File: src/rtl/serial_mag_compare_ctrl.sv
`default_nettype none

// ============================================================================
//  Module   : gt2_cell
//  Purpose  : Gate-level 2-bit unsigned greater-than cell (gt = x > y).
//  Revision : 1.0  initial release
// ============================================================================
module gt2_cell (
    input  logic [1:0] x,
    input  logic [1:0] y,
    output logic       gt
);

    logic hi_gt;
    logic hi_eq;
    logic lo_gt;

    // The MSB decides unless the MSBs match, in which case the LSB decides.
    assign hi_gt = x[1] & ~y[1];
    assign hi_eq = ~(x[1] ^ y[1]);
    assign lo_gt = x[0] & ~y[0];
    assign gt    = hi_gt | (hi_eq & lo_gt);

endmodule

// ============================================================================
//  Module   : serial_mag_compare_ctrl
//  Purpose  : Sequential unsigned magnitude comparator. Walks the operands two
//             bits per cycle, MSB slice first, and stops at the first slice
//             that differs. Two gt2_cell instances ((a,b) and (b,a)) do all
//             the arithmetic; this block owns sequencing and the handshake.
//  Revision : 1.0  initial release
// ============================================================================
module serial_mag_compare_ctrl #(
    parameter int WIDTH = 8                 // must be even and >= 2
) (
    input  logic             clk,
    input  logic             reset,
    input  logic             start,
    input  logic [WIDTH-1:0] a,
    input  logic [WIDTH-1:0] b,
    output logic             ready,
    output logic             done,
    output logic             agtb,
    output logic             aeqb,
    output logic             altb
);

    localparam int                 N        = WIDTH / 2;
    localparam int                 IDX_W    = (N > 1) ? $clog2(N) : 1;
    localparam logic [IDX_W-1:0]   IDX_LAST = IDX_W'(N - 1);
    localparam logic [IDX_W-1:0]   IDX_ONE  = IDX_W'(1);

    typedef enum logic [1:0] {
        ST_IDLE = 2'd0,
        ST_CMP  = 2'd1,
        ST_DONE = 2'd2
    } state_t;

    state_t             state_q, state_d;
    logic [WIDTH-1:0]   sa_q, sa_d;
    logic [WIDTH-1:0]   sb_q, sb_d;
    logic [IDX_W-1:0]   idx_q, idx_d;
    logic               ready_q, ready_d;
    logic               done_q, done_d;
    logic               agtb_q, agtb_d;
    logic               aeqb_q, aeqb_d;
    logic               altb_q, altb_d;

    logic               slice_gt;
    logic               slice_lt;

    // Current top slice of each shift register feeds both cells; swapping the
    // operands on the second cell turns it into a less-than.
    gt2_cell u_slice_gt (
        .x  (sa_q[WIDTH-1:WIDTH-2]),
        .y  (sb_q[WIDTH-1:WIDTH-2]),
        .gt (slice_gt)
    );

    gt2_cell u_slice_lt (
        .x  (sb_q[WIDTH-1:WIDTH-2]),
        .y  (sa_q[WIDTH-1:WIDTH-2]),
        .gt (slice_lt)
    );

    // Next-state, datapath and result-flag logic for the compare sequence.
    always_comb begin
        state_d = state_q;
        sa_d    = sa_q;
        sb_d    = sb_q;
        idx_d   = idx_q;
        agtb_d  = agtb_q;
        aeqb_d  = aeqb_q;
        altb_d  = altb_q;

        case (state_q)
            ST_IDLE: begin
                if (start) begin
                    sa_d    = a;
                    sb_d    = b;
                    idx_d   = IDX_LAST;
                    agtb_d  = 1'b0;
                    aeqb_d  = 1'b0;
                    altb_d  = 1'b0;
                    state_d = ST_CMP;
                end
            end
            ST_CMP: begin
                if (slice_gt) begin
                    agtb_d  = 1'b1;
                    state_d = ST_DONE;
                end else if (slice_lt) begin
                    altb_d  = 1'b1;
                    state_d = ST_DONE;
                end else if (idx_q == '0) begin
                    aeqb_d  = 1'b1;
                    state_d = ST_DONE;
                end else begin
                    // Zero fill keeps the cells fed with a defined value once
                    // the real slices are used up.
                    sa_d  = sa_q << 2;
                    sb_d  = sb_q << 2;
                    idx_d = idx_q - IDX_ONE;
                end
            end
            ST_DONE: begin
                state_d = ST_IDLE;
            end
            default: begin
                state_d = ST_IDLE;
            end
        endcase

        // Handshake outputs are registered copies of the upcoming state.
        ready_d = (state_d == ST_IDLE);
        done_d  = (state_d == ST_DONE);
    end

    // State and output registers; reset aborts any compare in flight.
    always_ff @(posedge clk or posedge reset) begin
        if (reset) begin
            state_q <= ST_IDLE;
            sa_q    <= '0;
            sb_q    <= '0;
            idx_q   <= '0;
            ready_q <= 1'b1;
            done_q  <= 1'b0;
            agtb_q  <= 1'b0;
            aeqb_q  <= 1'b0;
            altb_q  <= 1'b0;
        end else begin
            state_q <= state_d;
            sa_q    <= sa_d;
            sb_q    <= sb_d;
            idx_q   <= idx_d;
            ready_q <= ready_d;
            done_q  <= done_d;
            agtb_q  <= agtb_d;
            aeqb_q  <= aeqb_d;
            altb_q  <= altb_d;
        end
    end

    assign ready = ready_q;
    assign done  = done_q;
    assign agtb  = agtb_q;
    assign aeqb  = aeqb_q;
    assign altb  = altb_q;

endmodule

`default_nettype wire

File: config.mk
export PLATFORM = sky130hd
export DESIGN_NAME = serial_mag_compare_ctrl
export DESIGN_NICKNAME = d
export VERILOG_FILES = /design/src/rtl/serial_mag_compare_ctrl.sv
export SDC_FILE = /design/constraint.sdc
export NUM_CORES = 1
export LEC_CHECK = 0
export CAP_MARGIN = 25
export CORE_MARGIN = 1.5
export CORE_UTILIZATION = 40
export CTS_CLUSTER_SIZE = 8
export DETAILED_ROUTE_END_ITERATION = 10
export GPL_TIMING_DRIVEN = 0
export PLACE_DENSITY_LB_ADDON = 0.12
export RECOVER_POWER = 100
export SYNTH_ARGS = -nofsm -noshare
export SYNTH_HDL_FRONTEND = slang
export SYNTH_SLANG_ARGS = --single-unit
File: constraint.sdc
create_clock -name clk -period 4.62 [get_ports clk]
set_clock_uncertainty 0.15 [all_clocks]
set_input_delay 1.386 -clock clk [delete_from_list [all_inputs] [get_ports clk]]
set_output_delay 1.386 -clock clk [all_outputs]
set_load 0.01 [all_outputs]
### After elaboration in Yosys (flattened, before gate mapping)

Index checks and enable logic that the tools add are counted.

| word-level totals | value |
|---|---|
| flip-flop bits (word level) | 25 |
| input bits | 19 |
| logic and storage cells | 71 |

| operators by class | value |
|---|---|
| add/sub/neg operators | 1 |
| equality and inequality tests | 9 |
| mux-type cells | 30 |
| bitwise gates (word level) | 14 |
| reductions and logical operators | 8 |

Operators by type and width:

| kind | number |
|---|---|
| $mux 8 | 8 |
| $pmux 8 s2 | 2 |
| $mux 2 | 8 |
| $ne 2x2->1 const B | 7 |
| $reduce_and 5->1 | 2 |
| $pmux 2 s2 | 2 |
| $mux 1 | 7 |
| $and 1x1->1 | 6 |
| $logic_not 2->1 | 3 |
| $pmux 1 s2 | 3 |
| $not 1->1 | 5 |
| $reduce_and 4->1 | 1 |
| $reduce_and 3->1 | 1 |
| $eq 2x1->1 const B | 1 |
| $eq 2x2->1 const B | 1 |
| $or 1x1->1 | 2 |
| $reduce_bool 2->1 | 1 |
| $sub 2x1->2 const B | 1 |
| $xor 1x1->1 | 1 |

### Logic depth before layout (Yosys ltp)

Gate-level depths: netlist (run 1).

| logic depth | value |
|---|---|
| depth in word-level cells | 8 |
| depth in mapped cells | 7 |
| mapped depth without buffers | 6 |

### Modules after synthesis

Synthesis (run 1) repeated with hierarchy kept, for this count alone.

| second synthesis, totals | value |
|---|---|
| cells, all modules | 110 |
| area, all modules | 1,222.4 um^2 |

Modules (own cells, without submodules):

| module | times used | cells each | area an instance (um^2) | sequential area each (um^2) |
|---|---|---|---|---|
| serial_mag_compare_ctrl | 1 | 102 | 1,167.4 | 626.9 |
| gt2_cell | 2 | 4 | 27.5 | 0.0 |

### Least setup slack after synthesis (run 1)

No wires, ideal clock.

| timing | value |
|---|---|
| kind | input to register |
| from | input port start |
| to | register sa_q[3] |
| library setup time | 0.121 ns |
| data arrival time | 2.328 ns |
| required time | 4.349 ns |
| path slack | 2.021 ns |
| stages | 6 |
| buffers on the path | 2 |
| cells stage by stage | o21bai_1 > a21oi_2 > a21bo_1 > buf_6 > buf_8 > a22o_1 |

| on the way | value |
|---|---|
| cells in the longest elaborated chain, start to end | 2 |

RTL lines:

| element | RTL line | text |
|---|---|---|
| start, declared | 39 | `input logic start,` |
| $ne 2x2->1 (no source line) | - |  |
| $reduce_and 5->1 (no source line) | - |  |
| end signal, assigned | 144 | `sa_q <= '0;` |
| end signal, assigned | 154 | `sa_q <= sa_d;` |
| end, declared | 61 | `logic [WIDTH-1:0] sa_q, sa_d;` |

No other way between the ends.
A chain may end at the register's enable or synchronous reset.

### Worst setup path in the final report (run 1)

| timing | value |
|---|---|
| from | input port start |
| to | register sb_q[0] |

| on the way | value |
|---|---|
| cells in the longest elaborated chain, start to end | 2 |

RTL lines:

| element | RTL line | text |
|---|---|---|
| $ne 2x2->1 (no source line) | - |  |
| $reduce_and 5->1 (no source line) | - |  |
| end signal, assigned | 145 | `sb_q <= '0;` |
| end signal, assigned | 155 | `sb_q <= sb_d;` |
| end, declared | 62 | `logic [WIDTH-1:0] sb_q, sb_d;` |

No other way between the ends.

==> flow_summary_export.csv, run 1 <==
group,metric,value,unit
job,maxCapViolCount,0,
worst_setup_path,reg2reg_slack,2.16,ns
placed_design,placed_cell_area,1460,um2
synthesis,yosysMostFrequentCell,"dfrtp_1",
floorplan,start_util,42.8,%
clocking,clock_latency,0.33,ns
floorplan,core-area,2780,um2
worst_setup_path,rr_startpoint,"idx_q[0]$_DFFE_PP0P_",
power,p_leak,0.685,nW
synthesis,synth_top_cell_area_share,50.5,%
clocking,cts_tree,"built",
floorplan,die_w,57.5,um
clocking,cts-buffers-inserted,3,
power,vdd_drop_max,0.347,mV
power,powerDensity,696,nW/um2
route,routed_wirelength,2440,um
min_path,hold_path.class,"reg -> reg",
finish,final_design_area_no_fill,1470,um2
worst_setup_path,crit_chain,"dlygate4sd3_1 -> o21bai_1 -> a21oi_1 -> a21bo_1 -> clkbuf_1 -> clkbuf_1 -> a22o_1",
route,vias,873,
route,dr.first_iter.drc_count,12,
synthesis,synth_enable_flop_cells,0,
route,viasPerCell,5.60,
floorplan,io_pins,24,
clocking,cts_root_buf,"clkbuf_4",
floorplan,rows,19,
timing,fmax,288,MHz
worst_setup_path,criticalPathCategory,"in -> reg",
worst_setup_path,cp-endpoint,"sb_q[0]$_DFFE_PP0P_",
synthesis,syn_avg_cell_area,12.3,um2
timing,finalCritPeriodShare,75.3,%
synthesis,synth_area,1190,um2
placed_design,gp_congestion,0.682,
placed_design,place_hpwl,1670,um
route,drt_first_pass_iters,4,
synthesis,synth_ff_type,"dfrtp_1",
synthesis,synth_common_cells,"dfrtp_1 (24), a22o_1 (19), a22o_2 (10), inv_1 (8), nor2_1 (5)",
global_route,grt_pass1_wl,3930,um
global_route,antenna_found_initial,0,
route,wl_per_cell,15.6,um
synthesis,syn-num-nets,119,
clocking,cts.clk_slew.worst_paths,0.15,ns
outcome,status,"finished, final reports clean",
finish,diodes,0,
finish,fin_util,52.8,%
finish,synthToLayoutAreaGrowth,23.3,%
worst_setup_path,setup.worst_path.start_class,"input pin",
global_route,grtUsageMet3,2.72,%
worst_setup_path,r2r_end,"sb_q[0]$_DFFE_PP0P_",
floorplan,dieArea,3310,um2
global_route,grt-ovfl-total,0,
clocking,numClockSinks,25,
worst_setup_path,crit_start,"start",
clocking,ctsHoldBuffers,0,
synthesis,synth_area_leaders,"dfrtp_1 (50%), a22o_1 (14%), a22o_2 (8.4%)",
timing,worstMarginPinSlew,1.10,ns
global_route,grt.met2_usage,24.7,%
route,drc,0,
timing,final_max_slew_viol_count,0,
synthesis,seq_area_frac_synth,52.7,%
synthesis,yosysWarnings,0,
finish,final_nets,148,
timing,period_needed,3.48,ns
clocking,cts-resized-gates,0,
synthesis,synth_cells,97,
clocking,htreeDepth,1,
route,ant_nets,0,
worst_setup_path,crit_fanout,10,
worst_setup_path,end_kind,"register",
global_route,grt_busiest_layer,"met2",
global_route,grt.total_usage,15.8,%
worst_setup_path,reg2regPathDepth,7,
worst_setup_path,slowest_delay,0.55,ns
synthesis,yosys.area.top_type,"dfrtp_1",
finish,drive_gt1_share,14.4,%
global_route,grt_max_degree,26,
timing,timing_hold_violations_final,0,
worst_setup_path,arrival,3.55,ns
clocking,post_cts_buffers,0,
global_route,grtUsageMet1,21.9,%
synthesis,synth-seq-cells,25,
timing,maxSlewHeadroom,26.9,%
synthesis,synth_cell_types,27,
worst_setup_path,cp.required,4.70,ns
timing,rsz0062_at_grt,"false",
timing,setup_violations,0,
clocking,clockBufferDepth,2,
worst_setup_path,cp_common_cell,"clkbuf_1",
placed_design,portBuffers,23,
worst_setup_path,cp_slowest_cell,"dlygate4sd3_1",
floorplan,die_y,57.5,um
synthesis,async_flop_share,100,%
timing,tns,0,ns
global_route,first_global_vias,828,
[where the power goes]
| part | total, W | internal (W) | switching [W] |
|---|---|---|---|
| Combinational | 0.000539 | 0.000265 | 0.000274 |
| Clock | 0.000102 | 0.0000325 | 0.0000693 |
| Sequential | 0.000381 | 0.000317 | 0.0000634 |
[critical path, delay by kind of cell]
kind	cells	cell delay, ns
AO/OA/AOI/OAI	4	1.08
buffers and inverters	3	1.09
[sequential cells by signal, indices dropped and copies added (netlist names)]
signal   count
aeqb         1
agtb         1
altb         1
done         1
idx_q        2
ready        1
sa_q         8
sb_q         8
state_q      2
[logic make-up after synthesis]
family,count (synthesis),synth area share [%]
compound gates,43,32.4
xor+xnor,1,0.736
fa+ha+maj,3,3.15
buf+inv,14,6.73
flops,25,52.7
simple gates,11,4.31
[final cells by class]
class	count	area, um2
plain buffers	6	31.3
flip-flops and latches	25	627
repair buffers	24	234
multi-input cells	58	479
inverters	8	30.0
clock inverters	1	5.00
fillers	237	1310
clock buffers	3	22.5
well taps	31	38.8
[per-layer routing]
| metal | vias to the layer above | share of wire, % |
|---|---|---|
| met3 | 2 | 3.1 |
| met5 | - | 0 |
| li1 | 419 | - |
| met2 | 18 | 49 |
| met4 | 0 | 0.78 |
| met1 | 434 | 47 |
[cells in the final DEF, fill, tap and decap left out]
| cell | count |
|---|---|
| buf_2 | 1 |
| o21bai_1 | 2 |
| a32oi_1 | 1 |
| xor2_1 | 1 |
| a2111oi_4 | 1 |
| a21oi_1 | 4 |
| dlygate4sd3_1 | 7 |
| dfrtp_1 | 24 |
| clkbuf_4 | 3 |
| o32ai_1 | 1 |
| o21ai_0 | 2 |
| nand2b_1 | 2 |
| dfstp_2 | 1 |
| inv_1 | 8 |
| clkbuf_1 | 4 |
| a31oi_1 | 1 |
| a21bo_1 | 1 |
| clkdlybuf4s50_1 | 16 |
| nor2b_1 | 1 |
| clkinv_2 | 1 |
| buf_1 | 1 |
| a211o_1 | 1 |
| nor2_1 | 5 |
| ha_1 | 3 |
| buf_6 | 1 |
| nand2_1 | 2 |
| a22o_2 | 10 |
| and3_1 | 1 |
| a22o_1 | 19 |
[worst min path at each step]
| stage | startpoint | end | slack [ns] | depth (start not counted) |
|---|---|---|---|---|
| final | sa_q[2]$_DFFE_PP0P_ | sa_q[2]$_DFFE_PP0P_ | 0.38 | 1 |
| after CTS | sa_q[1]$_DFFE_PP0P_ | sa_q[1]$_DFFE_PP0P_ | 0.38 | 1 |
| after global placement | sa_q[2]$_DFFE_PP0P_ | sa_q[2]$_DFFE_PP0P_ | 0.34 | 1 |
| after floorplan | sa_q[2]$_DFFE_PP0P_ | sa_q[2]$_DFFE_PP0P_ | 0.32 | 1 |
| after global routing | sa_q[1]$_DFFE_PP0P_ | sa_q[1]$_DFFE_PP0P_ | 0.39 | 1 |
| after detailed placement | sa_q[1]$_DFFE_PP0P_ | sa_q[1]$_DFFE_PP0P_ | 0.34 | 1 |
[metrics by stage]
step	hold slack, ns	setup slack (ns)	power (W)	instances
after CTS	0.377	1.69	0.00107	155
after global placement	0.339	1.36	0.000955	151
after detailed placement	0.343	1.33	0.000967	151
after floorplan	0.321	2.02	0.000817	97
final	0.376	1.14	0.00102	156
after global routing	0.391	1.05	0.00110	156
Power figures use the tool's default switching activity.
==> inputs of run 2 (changes only) <==
clock period = 2.8 ns   (was 4.62 ns; I/O delays follow)
==> run 2 against run 1 <==
  * Highest routed layer unchanged
  * Global-route usage stayed put
  * Largest power group unchanged
  * Combinational power grew 75%
  * Non-clock buffer count stayed put
  * Clock power up 63%
  * Setup slack got worse by 0.80 ns
  * Utilization is 0.81 points higher
  * Sequential share of layout area down 0.65 points
  * Via count decreased by 1.1%
==> flow_summary_export.csv, run 2 (synthesis gave the netlist of run 1 again) <==
group,metric,value,unit
outcome,status,"finished, final reports clean",
floorplan,core-area,2780,um2
global_route,grt_max_degree,26,
clocking,clockBufferDepth,2,
power,powerDensity,1170,nW/um2
worst_setup_path,slowest_delay,0.55,ns
worst_setup_path,crit_fanout,10,
global_route,antenna_found_initial,0,
power,swShare,39.0,%
power,internal_power,0.00106,W
placed_design,place_hpwl,1670,um
route,ant_nets,0,
global_route,first_global_vias,828,
placed_design,pre_cts_ws,0.0575,ns
timing,fmax,406,MHz
route,vias,863,
worst_setup_path,setup.worst_path.start_class,"input pin",
power,p_comb_share,54.3,%
route,drt_first_pass_iters,4,
floorplan,die_y,57.5,um
timing,timing_hold_violations_final,0,
finish,reg.largest.list,"sa_q: 8 flops, sb_q: 8 flops",
worst_setup_path,crit_chain,"dlygate4sd3_1 -> o21bai_1 -> a21oi_2 -> a21bo_1 -> buf_6 -> buf_8 -> a22o_1",
timing,final_max_slew_viol_count,0,
finish,drive_gt1_share,16.8,%
worst_setup_path,cp_slowest_cell,"dlygate4sd3_1",
route,drc,0,
timing,setup_violations,0,
finish,synthToLayoutAreaGrowth,25.2,%
global_route,grt_pass1_wl,3930,um
timing,fin_ws,0.340,ns
clocking,ctsHoldBuffers,0,
floorplan,start_util,42.8,%
power,clockPowerShare,9.5,%
timing,maxSlewHeadroom,28.2,%
clocking,post_cts_buffers,0,
job,maxCapViolCount,0,
power,vdd_drop_max,0.610,mV
floorplan,die_w,57.5,um
worst_setup_path,end_kind,"register",
placed_design,gp_congestion,0.682,
power,p_leak,0.697,nW
route,dr.first_iter.drc_count,15,
power,p_sw,0.000679,W
clocking,clock_latency,0.33,ns
global_route,grt_busiest_layer,"met2",
clocking,cts-resized-gates,0,
global_route,grt.total_usage,15.8,%
global_route,grt-ovfl-total,0,
clocking,cts-buffers-inserted,3,
timing,period_needed,2.46,ns
timing,tns,0,ns
finish,final_nets,148,
route,routed_wirelength,2430,um
worst_setup_path,arrival,2.53,ns
timing,finalCritPeriodShare,87.9,%
clocking,cts_tree,"built",
timing,worstMarginPinSlew,1.08,ns
clocking,numClockSinks,25,
placed_design,portBuffers,23,
global_route,grtUsageMet1,21.9,%
route,viasPerCell,5.53,
clocking,htreeDepth,1,
clocking,cts_root_buf,"clkbuf_4",
min_path,hold_path.class,"reg -> reg",
route,wl_per_cell,15.6,um
global_route,grt.met2_usage,24.7,%
floorplan,dieArea,3310,um2
power,power_frac_seq,36.2,%
finish,final_cell_mix,"dfrtp_1 (24), a22o_1 (19), clkdlybuf4s50_1 (16), a22o_2 (10), inv_1 (8)",
clocking,cts.clk_slew.worst_paths,0.14,ns
finish,diodes,0,
worst_setup_path,cp.required,2.87,ns
finish,fin_util,53.6,%
floorplan,io_pins,24,
worst_setup_path,critPathBufInv,3,
finish,final_common_cell,"dfrtp_1",
worst_setup_path,cp_top_family,"compound AO/OA/AOI/OAI gates",
global_route,grtUsageMet3,2.72,%
timing,rsz0062_at_grt,"false",
floorplan,rows,19,
worst_setup_path,criticalPathCategory,"in -> reg",
-- run 2: cell types whose count changed in the layout (fill, tap and decap cells not counted) --
cell	delta
a21oi_1	-1
a21oi_2	+1
buf_6	+1
clkbuf_1	-2
buf_8	+1
-- run 2: metal layers --
metal	part of all wire, %	up-vias
li1	-	419
met1	48	422
met2	48	20
met3	3.3	2
met4	0.78	0
met5	0	-
-- run 2: per-stage QoR --
stage | power (W) | cells | instance area [um2] | hold WS [ns]
floorplan | 0.00135 | 97 | 1190 | 0.321
global placement | 0.00158 | 151 | 1460 | 0.339
detailed placement | 0.00160 | 151 | 1460 | 0.343
CTS | 0.00176 | 155 | 1490 | 0.377
global route | 0.00186 | 156 | 1490 | 0.391
finish | 0.00174 | 156 | 1490 | 0.375
-- run 2: final timing paths --
check                                     from                  end  slack [ns]  cells after the start
min in group asynchronous                reset  sa_q[2]$_DFFE_PP0P_        0.69                      2
max in group asynchronous                reset     altb$_DFFE_PP0P_        0.55                      3
min                        sb_q[1]$_DFFE_PP0P_  sb_q[1]$_DFFE_PP0P_        0.37                      1
max reg2reg                sa_q[7]$_DFFE_PP0P_  sb_q[0]$_DFFE_PP0P_        0.69                      7
min reg2reg                sb_q[1]$_DFFE_PP0P_  sb_q[1]$_DFFE_PP0P_        0.37                      1
max                                      start  sb_q[0]$_DFFE_PP0P_        0.34                      7
-- run 2: area by class of cell --
cell class	count	area [um2]
Buffer	6	50.0
Fill cell	231	1290
Sequential cell	25	627
Clock buffer	3	22.5
Clock inverter	1	5.00
Multi-Input combinational cell	58	483
Inverter	8	30.0
Tap cell	31	38.8
Timing Repair Buffer	24	234
-- run 2: power groups by stage --
stage	clock (W)	sequential, W	combinational [W]
detailed placement	0	0.000637	0.000959
CTS	0.000172	0.000629	0.000961
global route	0.000186	0.000648	0.00103
floorplan	0	0.000624	0.000724
finish	0.000166	0.000630	0.000944
global placement	0	0.000630	0.000945
==> inputs of run 3 (changes only) <==
GPL_TIMING_DRIVEN = default   (was 0)
==> run 3 against run 2 <==
  * Total power shrank 5.4%
  * Via count shrank 2.4%
  * Clock-buffer cell count grew 1
  * Non-clock buffer count shrank 3
  * Critical path type is now reg -> out
  * Hold slack lost 0.0027 ns
  * Final cell count shrank 1.9%
==> flow_summary_export.csv, run 3 (synthesis gave the netlist of run 1 again) <==
group,metric,value,unit
floorplan,core-area,2780,um2
global_route,grt_max_degree,26,
clocking,numClockSinks,25,
floorplan,die_y,57.5,um
min_path,hp-start,"sa_q[2]$_DFFE_PP0P_",
global_route,antenna_found_initial,0,
route,dr.first_iter.drc_count,7,
worst_setup_path,reg2reg_slack,0.64,ns
floorplan,die_w,57.5,um
global_route,first_global_vias,835,
power,powerDensity,1130,nW/um2
worst_setup_path,crit_fanout,1,
finish,drive_gt1_share,14.8,%
placed_design,gp_congestion,0.691,
worst_setup_path,r2r_end,"sa_q[0]$_DFFE_PP0P_",
worst_setup_path,setup.worst_path.start_class,"register",
clocking,post_cts_buffers,0,
route,ant_nets,0,
timing,period_needed,2.42,ns
floorplan,io_pins,24,
min_path,hold_path.class,"reg -> reg",
timing,tns,0,ns
placed_design,portBuffers,23,
timing,fmax,412,MHz
power,vdd_drop_max,0.569,mV
worst_setup_path,end_kind,"primary output",
power,power_frac_seq,37.8,%
clocking,cts_root_buf,"clkbuf_4",
worst_setup_path,slowest_delay,0.59,ns
worst_setup_path,reg2regPathDepth,5,
worst_setup_path,criticalPathCategory,"reg -> out",
clocking,clockBufferDepth,2,
finish,multi_input_area,479,um2
placed_design,place_hpwl,1580,um
timing,maxSlewHeadroom,10.5,%
clocking,cts-buffers-inserted,3,
timing,setup_violations,0,
power,internal_power,0.00101,W
worst_setup_path,rr_startpoint,"sa_q[7]$_DFFE_PP0P_",
timing,worstMarginPinSlew,1.34,ns
clocking,ctsHoldBuffers,0,
finish,diodes,0,
worst_setup_path,crit_start,"ready$_DFF_PP1_",
finish,n_fill_cell,258,
route,met2WireLength,1080,um
global_route,grt-ovfl-total,0,
route,drc,0,
outcome,status,"finished, final reports clean",
worst_setup_path,path_depth,1,
power,clockPowerShare,9.6,%
worst_setup_path,cp_slowest_cell,"dlygate4sd3_1",
finish,register_area,627,um2
timing,rsz0062_at_grt,"false",
clocking,clock_latency,0.31,ns
floorplan,start_util,42.8,%
timing,hold_ws,0.372,ns
job,maxCapViolCount,0,
route,dr.max_layer_used,"met4",
placed_design,dp_cells,149,
route,wl_per_cell,14.7,um
route,wl_met3,87,um
power,p_comb_share,52.5,%
clocking,cts_tree,"built",
worst_setup_path,critPathBufInv,1,
worst_setup_path,cp_top_family,"buffers and inverters",
floorplan,rows,19,
timing,final_max_slew_viol_count,0,
clocking,cts.clk_slew.worst_paths,0.13,ns
timing,timing_hold_violations_final,0,
worst_setup_path,cp.required,1.81,ns
finish,instances_no_fill,153,
clocking,cts-resized-gates,0,
route,routed_wirelength,2250,um
route,vias,842,
timing,finalCritPeriodShare,86.6,%
power,swShare,38.5,%
power,p_sw,0.000634,W
clocking,htreeDepth,1,
worst_setup_path,crit_chain,"dlygate4sd3_1",
finish,final_common_cell,"dfrtp_1",
finish,final_cell_mix,"dfrtp_1 (24), a22o_1 (19), clkdlybuf4s50_1 (17), a22o_2 (10), inv_1 (8)",
power,p_leak,0.683,nW
route,viasPerCell,5.50,
worst_setup_path,cp-endpoint,"ready",
route,drt_first_pass_iters,4,
global_route,grt_pass1_wl,3650,um
worst_setup_path,arrival,1.43,ns
floorplan,dieArea,3310,um2
finish,synthToLayoutAreaGrowth,22.5,%
finish,final_nets,145,
global_route,grt.total_usage,14.4,%
route,met1_length,1060,um
finish,reg.largest.list,"sa_q: 8 flops, sb_q: 8 flops",
-- run 3: power groups by stage --
| stage | sequential (W) | clock [W] | combinational (W) |
|---|---|---|---|
| floorplan | 0.000624 | 0 | 0.000724 |
| global placement | 0.000632 | 0 | 0.000867 |
| detailed placement | 0.000635 | 0 | 0.000888 |
| CTS | 0.000627 | 0.000168 | 0.000893 |
| global route | 0.000643 | 0.000179 | 0.000953 |
| finish | 0.000623 | 0.000159 | 0.000864 |
-- run 3: worst min-delay path by stage --
stage / endpoint / slack [ns] / depth (start not counted)
floorplan: sa_q[2]$_DFFE_PP0P_ / 0.32 / 1
global placement: sa_q[2]$_DFFE_PP0P_ / 0.34 / 1
detailed placement: sa_q[2]$_DFFE_PP0P_ / 0.34 / 1
CTS: sa_q[2]$_DFFE_PP0P_ / 0.37 / 1
global route: sa_q[2]$_DFFE_PP0P_ / 0.39 / 1
finish: sa_q[2]$_DFFE_PP0P_ / 0.37 / 1
-- run 3: area by class of cell --
cell class,count,area share (%)
well taps,31,2.66
flip-flops and latches,25,43.0
multi-input cells,58,32.9
repair buffers,27,17.6
inverters,8,2.06
clock buffers,4,1.80
-- run 3: per-stage QoR --
| step | instance area [um2] | setup WS [ns] | utilization (%) | total power (W) |
|---|---|---|---|---|
| after detailed placement | 1440 | 0.186 | 51.7 | 0.00152 |
| final | 1460 | 0.376 | 52.4 | 0.00165 |
| after global placement | 1440 | 0.206 | 51.7 | 0.00150 |
| after floorplan | 1190 | 0.747 | - | 0.00135 |
| after global routing | 1460 | 0.285 | 52.4 | 0.00177 |
| after CTS | 1470 | 0.422 | 52.7 | 0.00169 |
-- run 3: routing by layer --
metal | GRT usage (%) | vias to the layer above
met5 | 0 | -
met4 | 5.98 | 0
li1 | - | 414
met1 | 18.2 | 408
met3 | 2.27 | 2
met2 | 24.4 | 18
